<file path="config.mk">
export PLATFORM = sky130hd
export DESIGN_NAME = sdft_bin_reader
export DESIGN_NICKNAME = d
export VERILOG_FILES = /design/src/rtl/sdft_bin_reader.sv
export SDC_FILE = /design/constraint.sdc
export NUM_CORES = 1
export LEC_CHECK = 0
export CAP_MARGIN = 10
export CORE_MARGIN = 2
export CORE_UTILIZATION = 45
export DETAILED_ROUTE_END_ITERATION = 8
export PLACE_DENSITY_LB_ADDON = 0.08
export SYNTH_ARGS = -nofsm -noshare
export SYNTH_HDL_FRONTEND = slang
export SYNTH_SLANG_ARGS = --single-unit
</file>
<file path="constraint.sdc">
create_clock -name clk -period 3.7 [get_ports clk]
set_input_delay 0.74 -clock clk [delete_from_list [all_inputs] [get_ports clk]]
set_output_delay 0.74 -clock clk [all_outputs]
set_load 0.02 [all_outputs]
</file>
<file path="src/rtl/sdft_bin_reader.sv">
// sdft_bin_reader: feeds ADC samples into the sliding-DFT and scans its bins into waterfall pixels.
// Build option: define ALPHA_MAX_BETA_MIN_EN for max+min/2 magnitude instead of |re|+|im|.
//
// state     | meaning
// IDLE      | pick next SDFT job: buffered sample first, else next bin while scanning
// REQ_START | sdft_start pulse with sdft_sample
// REQ_READ  | sdft_read pulse with sdft_bin_addr
// WAIT_LOW  | wait for SDFT to go busy
// WAIT_HIGH | wait for SDFT to finish; bin data captured on exit of a read
// MAG       | register magnitude pixel
// PIX       | hold pixel until sink accepts
module sdft_bin_reader #(
  parameter int DATA_W           = 8,
  parameter int FREQ_BINS        = 320,
  parameter int FREQ_W           = 20,
  parameter int SAMPLES_PER_LINE = 64,
  parameter int MAG_SHIFT        = 4
) (
  input  logic                         clk,
  input  logic                         reset_n,
  input  logic [DATA_W-1:0]            sample_in,
  input  logic                         sample_valid,
  input  logic                         sdft_ready,
  input  logic signed [FREQ_W-1:0]     bin_real,
  input  logic signed [FREQ_W-1:0]     bin_imag,
  output logic                         sdft_start,
  output logic [DATA_W-1:0]            sdft_sample,
  output logic                         sdft_read,
  output logic [$clog2(FREQ_BINS)-1:0] sdft_bin_addr,
  output logic [7:0]                   pix_data,
  output logic [$clog2(FREQ_BINS)-1:0] pix_bin,
  output logic                         pix_valid,
  input  logic                         pix_ready,
  output logic                         line_done,
  output logic                         overrun
);

  localparam int BIN_W = $clog2(FREQ_BINS);
  localparam int CNT_W = $clog2(SAMPLES_PER_LINE + 1);
  localparam int MW    = FREQ_W + 1;
  localparam logic [BIN_W-1:0] LAST_BIN = BIN_W'(FREQ_BINS - 1);
  localparam logic [CNT_W-1:0] LAST_CNT = CNT_W'(SAMPLES_PER_LINE - 1);

  typedef enum logic [2:0] {
    IDLE, REQ_START, REQ_READ, WAIT_LOW, WAIT_HIGH, MAG, PIX
  } state_t;

  state_t             state;
  logic               buf_full;
  logic [DATA_W-1:0]  buf_data;
  logic [CNT_W-1:0]   sample_cnt;
  logic               scanning;
  logic               line_pending;
  logic [BIN_W-1:0]   bin_idx;
  logic               txn_is_start;
  logic [FREQ_W-1:0]  re_q;
  logic [FREQ_W-1:0]  im_q;

  logic [MW-1:0] re_ext, im_ext, abs_re, abs_im, mag_raw, mag_shr;
  logic [7:0]    mag_pix;

  // Widened by one bit so the most negative component has an exact absolute value.
  always_comb begin
    re_ext = {re_q[FREQ_W-1], re_q};
    im_ext = {im_q[FREQ_W-1], im_q};
    abs_re = re_ext[MW-1] ? (~re_ext + MW'(1)) : re_ext;
    abs_im = im_ext[MW-1] ? (~im_ext + MW'(1)) : im_ext;
`ifdef ALPHA_MAX_BETA_MIN_EN
    mag_raw = (abs_re > abs_im) ? (abs_re + (abs_im >> 1)) : (abs_im + (abs_re >> 1));
`else
    mag_raw = abs_re + abs_im;
`endif
    mag_shr = mag_raw >> MAG_SHIFT;
    mag_pix = (mag_shr > MW'(255)) ? 8'hFF : mag_shr[7:0];
  end

  always_ff @(posedge clk or negedge reset_n) begin
    if (!reset_n) begin
      state         <= IDLE;
      buf_full      <= 1'b0;
      buf_data      <= '0;
      sample_cnt    <= '0;
      scanning      <= 1'b0;
      line_pending  <= 1'b0;
      bin_idx       <= '0;
      txn_is_start  <= 1'b0;
      re_q          <= '0;
      im_q          <= '0;
      sdft_start    <= 1'b0;
      sdft_sample   <= '0;
      sdft_read     <= 1'b0;
      sdft_bin_addr <= '0;
      pix_data      <= '0;
      pix_bin       <= '0;
      pix_valid     <= 1'b0;
      line_done     <= 1'b0;
      overrun       <= 1'b0;
    end else begin
      line_done <= 1'b0;

      // A strobe landing on the consume edge still sees the buffer full and is dropped.
      if (sample_valid) begin
        if (buf_full) begin
          overrun <= 1'b1;
        end else begin
          buf_full <= 1'b1;
          buf_data <= sample_in;
        end
      end

      case (state)
        IDLE: begin
          if (buf_full && sdft_ready) begin
            state        <= REQ_START;
            sdft_start   <= 1'b1;
            sdft_sample  <= buf_data;
            txn_is_start <= 1'b1;
          end else if (scanning && sdft_ready) begin
            state         <= REQ_READ;
            sdft_read     <= 1'b1;
            sdft_bin_addr <= bin_idx;
            txn_is_start  <= 1'b0;
          end
        end
        REQ_START, REQ_READ: begin
          sdft_start <= 1'b0;
          sdft_read  <= 1'b0;
          state      <= WAIT_LOW;
        end
        WAIT_LOW: begin
          if (!sdft_ready) state <= WAIT_HIGH;
        end
        WAIT_HIGH: begin
          if (sdft_ready) begin
            if (txn_is_start) begin
              state    <= IDLE;
              buf_full <= 1'b0;
              if (sample_cnt == LAST_CNT) begin
                sample_cnt <= '0;
                // A line trigger during an active scan is deferred, never restarting it.
                if (scanning) begin
                  line_pending <= 1'b1;
                end else begin
                  scanning <= 1'b1;
                  bin_idx  <= '0;
                end
              end else begin
                sample_cnt <= sample_cnt + CNT_W'(1);
              end
            end else begin
              re_q  <= bin_real;
              im_q  <= bin_imag;
              state <= MAG;
            end
          end
        end
        MAG: begin
          pix_data  <= mag_pix;
          pix_bin   <= bin_idx;
          pix_valid <= 1'b1;
          state     <= PIX;
        end
        PIX: begin
          if (pix_ready) begin
            pix_valid <= 1'b0;
            state     <= IDLE;
            if (bin_idx == LAST_BIN) begin
              line_done    <= 1'b1;
              bin_idx      <= '0;
              scanning     <= line_pending;
              line_pending <= 1'b0;
            end else begin
              bin_idx <= bin_idx + BIN_W'(1);
            end
          end
        end
        default: state <= IDLE;
      endcase
    end
  end

endmodule
</file>
==> results.md, run 1 <==
- Worst slew pin tran: 837 ps
- Setup Viol. Count Final: 0
- Slowest-stage cell, CP: or3b_4
- Grt ovf: 0
- Top cell type's share of synthesized area: 44.2%
- Min cycle time layout: 3630 ps
- Power density cells: 927 nW/µm²
- Area leader, netlist: dfrtp_1
- H-Tree Depth: 3
- Worst-path clk slew: 80 ps
- Initial DRC Count: 187
- Status: finished clean
- Worst slew margin: 44.2%
- Slew Viols, Final: 0
- Max clock buf depth: 2
- Boundary Pins: 92
- Critical path type: flop to flop
- Post-synthesis net count: 704
- Worst EP required: 3930 ps
- Slowest cell delay on critical path: 430 ps
- Worst vdd ir: 500 µV
- Critical Path Start Type: flop
- Routed len/inst: 16.1 µm
- Drt drc: 0
- Core ar.: 13,700 µm²
- First-pass GRT wire length: 24,700 µm
- Cell Count, Final, Fillers Out: 932
- TritonRoute pass-1 iters: 4
- Total vias in the final route: 4,985
- Critical Path, Cell by Cell: or3_4 > or3b_4 > nor2_4 > nand2_2 > o31ai_2 > xnor2_1 > ha_1 > a21o_1 > a31oi_4 > o221ai_2 > o31a_1 > nor4_4 > buf_6 > a31oi_1
- RSZ-0062 raised after global routing: true
- Critical-path maximum fanout: 8
- Finished Core Util: 59.3%
- Number of clock sinks: 110
- Final hold vios: 0
- Area Overhead vs Synth: 30.6%
- Leak pwr: 3.59 nW
- Initial Utilization: 45.4%
- Synth unique cells: 64
- Fin crit share: 98.0%
- Placed wire-length estimate: 11,100 µm
- Synth top cells by count: dfrtp_1, nand2_1, mux2_2
- Initial antenna violation count: 0
- Inserted Clock Buffers: 9
- FP Rows: 43
- Total routed wirelength: 15,000 µm
- Critical path data arrival time: 3860 ps
- Yosys warnings: 0
- CTS Root Buffer Type: clkbuf_16
- Synth top area cells: dfrtp_1, mux2_2, nand2_1
- MaxCap Viol Count: 0
- Synth async-reset ratio: 100%
- Gr usage total: 21.2%
- Via-to-Cell Ratio: 5.35
- Syn Area/Cell: 9.93 µm²
- Final Skew: 5.77 ps
- Post-route ant nets: 0
- Die Y: 122 µm
- Synthesis-stage register bit count: 110
- Nets@finish: 823
- EDFF count, synth: 0
- Dpl cells: 910
- Die area: 14,800 µm²
- # diodes: 0
- CP endpoint kind: flop
- Top-count cell post-synth: dfrtp_1
- Clk_lat worst skew: 360 ps
- Hold bufs inserted after CTS: 0
- Layout cells sized above 1: 21.7%
- Register area share after synthesis: 44.2%
- Crit path max-delay family: simple AND/OR/NAND/NOR gates
- CTS tree: yes
- Worst path bufs/invs: 1
- GP Congestion: 0.838
- Die width: 122 µm
- Max Clk Rate: 276 MHz
- Synth Instances: 628
- Hold crit path type: flop to flop
- Syn Std Cell Area: 6230 µm²
- Most used DFF post-synth: dfrtp_1
- Largest net degree at the start of global routing: 67
- Number of global-route vias before repair: 5,003
- Port Buffers: 91
## final cells by class
type | count | area [µm²]
Clock inverter | 6 | 51.3
Clock buffer | 10 | 229
Timing Repair Buffer | 133 | 1240
Multi-Input combinational cell | 478 | 3580
Fill cell | 1193 | 5580
Inverter | 15 | 56.3
Sequential cell | 110 | 2750
Tap cell | 180 | 225
## registers in the layout (all words and copies together) (netlist names), 3 cells and up
signal         cells
sample_cnt         7
sdft_bin_addr      9
im_q              20
bin_idx            9
re_q              20
pix_bin            9
pix_data           8
sdft_sample        8
state              3
buf_data           8
## where the power goes
| part | leakage, nW | total (mW) | internal [mW] | switching (mW) |
|---|---|---|---|---|
| logic | 2.04 | 4.70 | 2.18 | 2.52 |
| registers | 1.42 | 1.91 | 1.53 | 0.374 |
| clock network | 0.128 | 0.941 | 0.467 | 0.473 |
## worst min-delay path: stages, from the launching register on
cell     delay [ps]
dfrtp_1         340
nand2_1          50
nand2_1          50
## worst paths after layout
kind	from	to	slack, ps	depth (start not counted)
worst max-delay path	im_q[2]	pix_data[4]	70	14
worst min-delay path	buf_data[0]	sdft_sample[0]	470	2
worst max register to register	im_q[2]	pix_data[4]	70	14
worst min register to register	buf_data[0]	sdft_sample[0]	470	2
max in group asynchronous	reset_n	sdft_bin_addr[8]	2460	2
min in group asynchronous	reset_n	re_q[6]	480	1
## layout by cell type (no fill, tap or decap), types with 8 or more instances in the layout
cell / n
mux2_2: 58
and3_1: 8
nand3_1: 11
a31oi_1: 8
ha_1: 23
xnor2_1: 40
clkbuf_16: 9
a21o_1: 8
o31ai_1: 13
inv_1: 15
nor2_1: 39
nor3_1: 8
nand2_1: 95
buf_4: 40
o21ai_0: 30
a21oi_1: 18
dfrtp_1: 110
clkdlybuf4s50_1: 90
## logic make-up after synthesis
| kind of cell | Yosys count | share of synthesized area, % |
|---|---|---|
| compound gates | 129 | 14.5 |
| xor+xnor | 47 | 6.60 |
| fa+ha+maj | 23 | 4.62 |
| buf+inv | 40 | 2.43 |
| flops | 110 | 44.2 |
| mux | 60 | 11.0 |
| simple gates | 219 | 16.7 |
## metrics by stage
step	total power [mW]	worst slack, ps	hold WS (ps)	TNS, ps	area (µm²)
2_1_floorplan	4.59	72.0	435	0	6230
3_3_place_gp	5.94	-64.3	441	-497	7550
3_5_place_dp	6.00	-63.5	451	-473	7550
4_1_cts	7.01	11.4	466	0	7860
5_1_grt	8.14	-126	482	-949	8140
6_report	7.55	73.1	467	0	8140
## repair_timing
action | 4_1_cts | 5_1_grt
setup endpoints to repair | 8 | 8
pin swaps | 0 | 20
hold endpoints to repair | 0 | 0
gates resized for setup | 8 | 45
setup buffers | 0 | 6
## routing by layer
metal / vias up / GRT usage, % / share of wire (%) / routed length [µm]
li1: 2477 / - / - / -
met1: 2403 / 26.7 / 45 / 6730
met2: 83 / 36.7 / 50 / 7510
met3: 22 / 2.86 / 2.7 / 398
met4: 0 / 9.05 / 2.3 / 338
met5: - / 0 / 0 / 0
Power figures use the tool's default switching activity.
==> inputs of run 2 (changes only) <==
--- a/config.mk
+++ b/config.mk
@@ -10,6 +10,7 @@
 export CORE_UTILIZATION = 45
 export DETAILED_ROUTE_END_ITERATION = 8
 export PLACE_DENSITY_LB_ADDON = 0.08
+export RECOVER_POWER = 25
 export SYNTH_ARGS = -nofsm -noshare
 export SYNTH_HDL_FRONTEND = slang
 export SYNTH_SLANG_ARGS = --single-unit
==> run 2 against run 1 <==
Against the previous run:
- the run now ends with max-capacitance violations, max-slew violations left
- first-iteration DRC count did not move
- die area unchanged
- utilization is essentially flat
- sequential share of layout area is essentially flat
- count of clock-buffer cells in the layout unchanged
- largest power group unchanged
- non-clock buffer count stayed put
- clock skew hardly changed
- largest cell class unchanged
- routed wire length about the same
==> results.md, run 2 (synthesis gave the netlist of run 1 again) <==
- Core ar.: 13,700 µm²
- Power density cells: 927 nW/µm²
- Fillers: 1,193
- GR peak layer: met2
- Met2 Track Usage GR: 36.7%
- Leak pwr: 3.59 nW
- First-pass GRT wire length: 24,700 µm
- Clk_lat worst skew: 360 ps
- Max Clk Rate: 276 MHz
- Slew Viols, Final: 66
- Die area: 14,800 µm²
- Port Buffers: 91
- Commonest non-fill, non-tap cells in the layout: dfrtp_1, nand2_1, clkdlybuf4s50_1
- Worst slew pin tran: 1660 ps
- Worst EP required: 3930 ps
- Routed len/inst: 16.1 µm
- Total power: 7.55 mW
- Internal power: 4.18 mW
- Seq. cell area: 2750 µm²
- Critical path data arrival time: 3860 ps
- Sequential power share: 25.3%
- Critical-path maximum fanout: 8
- Switching power: 3.37 mW
- RSZ-0062 raised after global routing: true
- RR Startpoint: im_q[2]
- Final Skew: 5.77 ps
- Crit. Startpoint: im_q[2]
- Area occupied by multi-input gates: 3580 µm²
- Min cycle time layout: 3630 ps
- Worst-path clk slew: 80 ps
- Worst vdd ir: 500 µV
- Area Overhead vs Synth: 30.5%
- Largest net degree at the start of global routing: 67
- Slowest cell delay on critical path: 430 ps
- Commonest non-fill, non-tap cell in the layout: dfrtp_1
- Max clock buf depth: 2
- Initial Utilization: 45.4%
- Placed wire-length estimate: 11,100 µm
- Cell Count, Final, Fillers Out: 932
- Number of global-route vias before repair: 5,003
- Status: finished, violations left
- Placed Area: 7550 µm²
- Hold crit path type: flop to flop
- TritonRoute pass-1 iters: 4
- FP Rows: 43
- Crit path max-delay family: simple AND/OR/NAND/NOR gates
- Worst Slack Setup Final: 73.1 ps
- Fin crit share: 98.0%
- Die Y: 122 µm
- Grt ovf: 0
- Initial DRC Count: 187
- Initial antenna violation count: 0
- GP Congestion: 0.838
- Final hold vios: 0
- Critical path type: flop to flop
- Hold bufs inserted after CTS: 0
- CTS tree: yes
- Via-to-Cell Ratio: 5.35
- # diodes: 0
- Drt drc: 0
- Finished Core Util: 59.3%
- Setup Viol. Count Final: 0
- Worst slew margin: -10.4%
- Total routed wirelength: 15,000 µm
- Boundary Pins: 92
- Number of clock sinks: 110
- Total vias in the final route: 4,984
- Post-route ant nets: 0
- Largest registers: im_q: 20 flops, re_q: 20 flops
- Clock share of power: 12.5%
- CTS Root Buffer Type: clkbuf_16
- Failing checks: max-capacitance violations, max-slew violations
- Setup crit end: pix_data[4]
- Layout cells sized above 1: 21.7%
- Design Area, Final: 8140 µm²
- Crit path depth: 14
- Crit Reg-Reg Endpoint: pix_data[4]
- CP endpoint kind: flop
- H-Tree Depth: 3
- R2R depth: 14
- MaxCap Viol Count: 1
- Post-Place Worst Slack: -63.5 ps
- Dpl cells: 910
- M1 GR Usage: 26.7%
- Comb pwr share: 62.3%
- Slowest-stage cell, CP: or3b_4
- Switching Share: 44.6%
- Worst path bufs/invs: 1
- Critical Path Start Type: flop
- Nets@finish: 823
- Inserted Clock Buffers: 9
- Die width: 122 µm
- Reg2reg setup slack: 70 ps
- Gr usage total: 21.2%
- Global Route met3 Usage: 2.86%
- Critical Path, Cell by Cell: or3_4 > or3b_4 > nor2_4 > nand2_2 > o31ai_2 > xnor2_1 > ha_1 > a21o_1 > a31oi_4 > o221ai_2 > o31a_1 > nor4_4 > buf_6 > a31oi_1
[run 2: cell count changes in the layout (fill, tap and decap cells not counted)]
cell             change
clkdlybuf4s50_1      -1
clkbuf_2             +1
dlygate4sd3_1        +1
buf_4                -1
[run 2: metrics by stage]
stage,TNS (ps),hold slack (ps)
after detailed placement,-473,451
after floorplan,0,435
final,0,467
after CTS,0,466
after global placement,-497,441
after global routing,-949,482
[run 2: area by class of cell]
class                           instances  share of cell area, %
Multi-Input combinational cell        478                   44.0
Sequential cell                       110                   33.8
Timing Repair Buffer                  133                   15.3
Clock buffer                           10                   2.81
Tap cell                              180                   2.77
Inverter                               15                  0.692
Clock inverter                          6                  0.630
[run 2: per-layer routing]
layer	share of wire, %	up-vias
li1	-	2477
met1	45	2402
met2	50	83
met3	2.6	22
met4	2.3	0
met5	0	-
[run 2: worst reg2reg max path: stages, from the launching register on]
cell and delay (ps):
dfrtp_1 380, or3_4 400, or3b_4 430, nor2_4 120, nand2_2 90, o31ai_2 230
xnor2_1 150, ha_1 290, a21o_1 230, a31oi_4 190, o221ai_2 150, o31a_1 330
nor4_4 260, buf_6 170, a31oi_1 90
[run 2: power groups by stage]
stage	Combinational, mW	Sequential, mW	Clock [mW]
2_1_floorplan	2.71	1.88	0
3_3_place_gp	4.05	1.89	0
3_5_place_dp	4.08	1.91	0
4_1_cts	4.14	1.89	0.976
5_1_grt	5.15	1.97	1.02
6_report	4.70	1.91	0.941
[run 2: worst min path at each step]
stage	cells after the start	to	start	slack, ps
2_1_floorplan	2	sdft_sample[0]	buf_data[0]	430
3_3_place_gp	1	overrun	overrun	440
3_5_place_dp	2	sdft_sample[3]	buf_data[3]	450
4_1_cts	2	sdft_sample[0]	buf_data[0]	470
5_1_grt	1	overrun	overrun	480
6_report	2	sdft_sample[0]	buf_data[0]	470
[run 2: timing repair]
action                                  CTS  global route
endpoints found under the setup margin    8             8
cloned                                    0             0
setup buffers                             0             6
resized for setup                         8            45
pin swaps                                 0            20
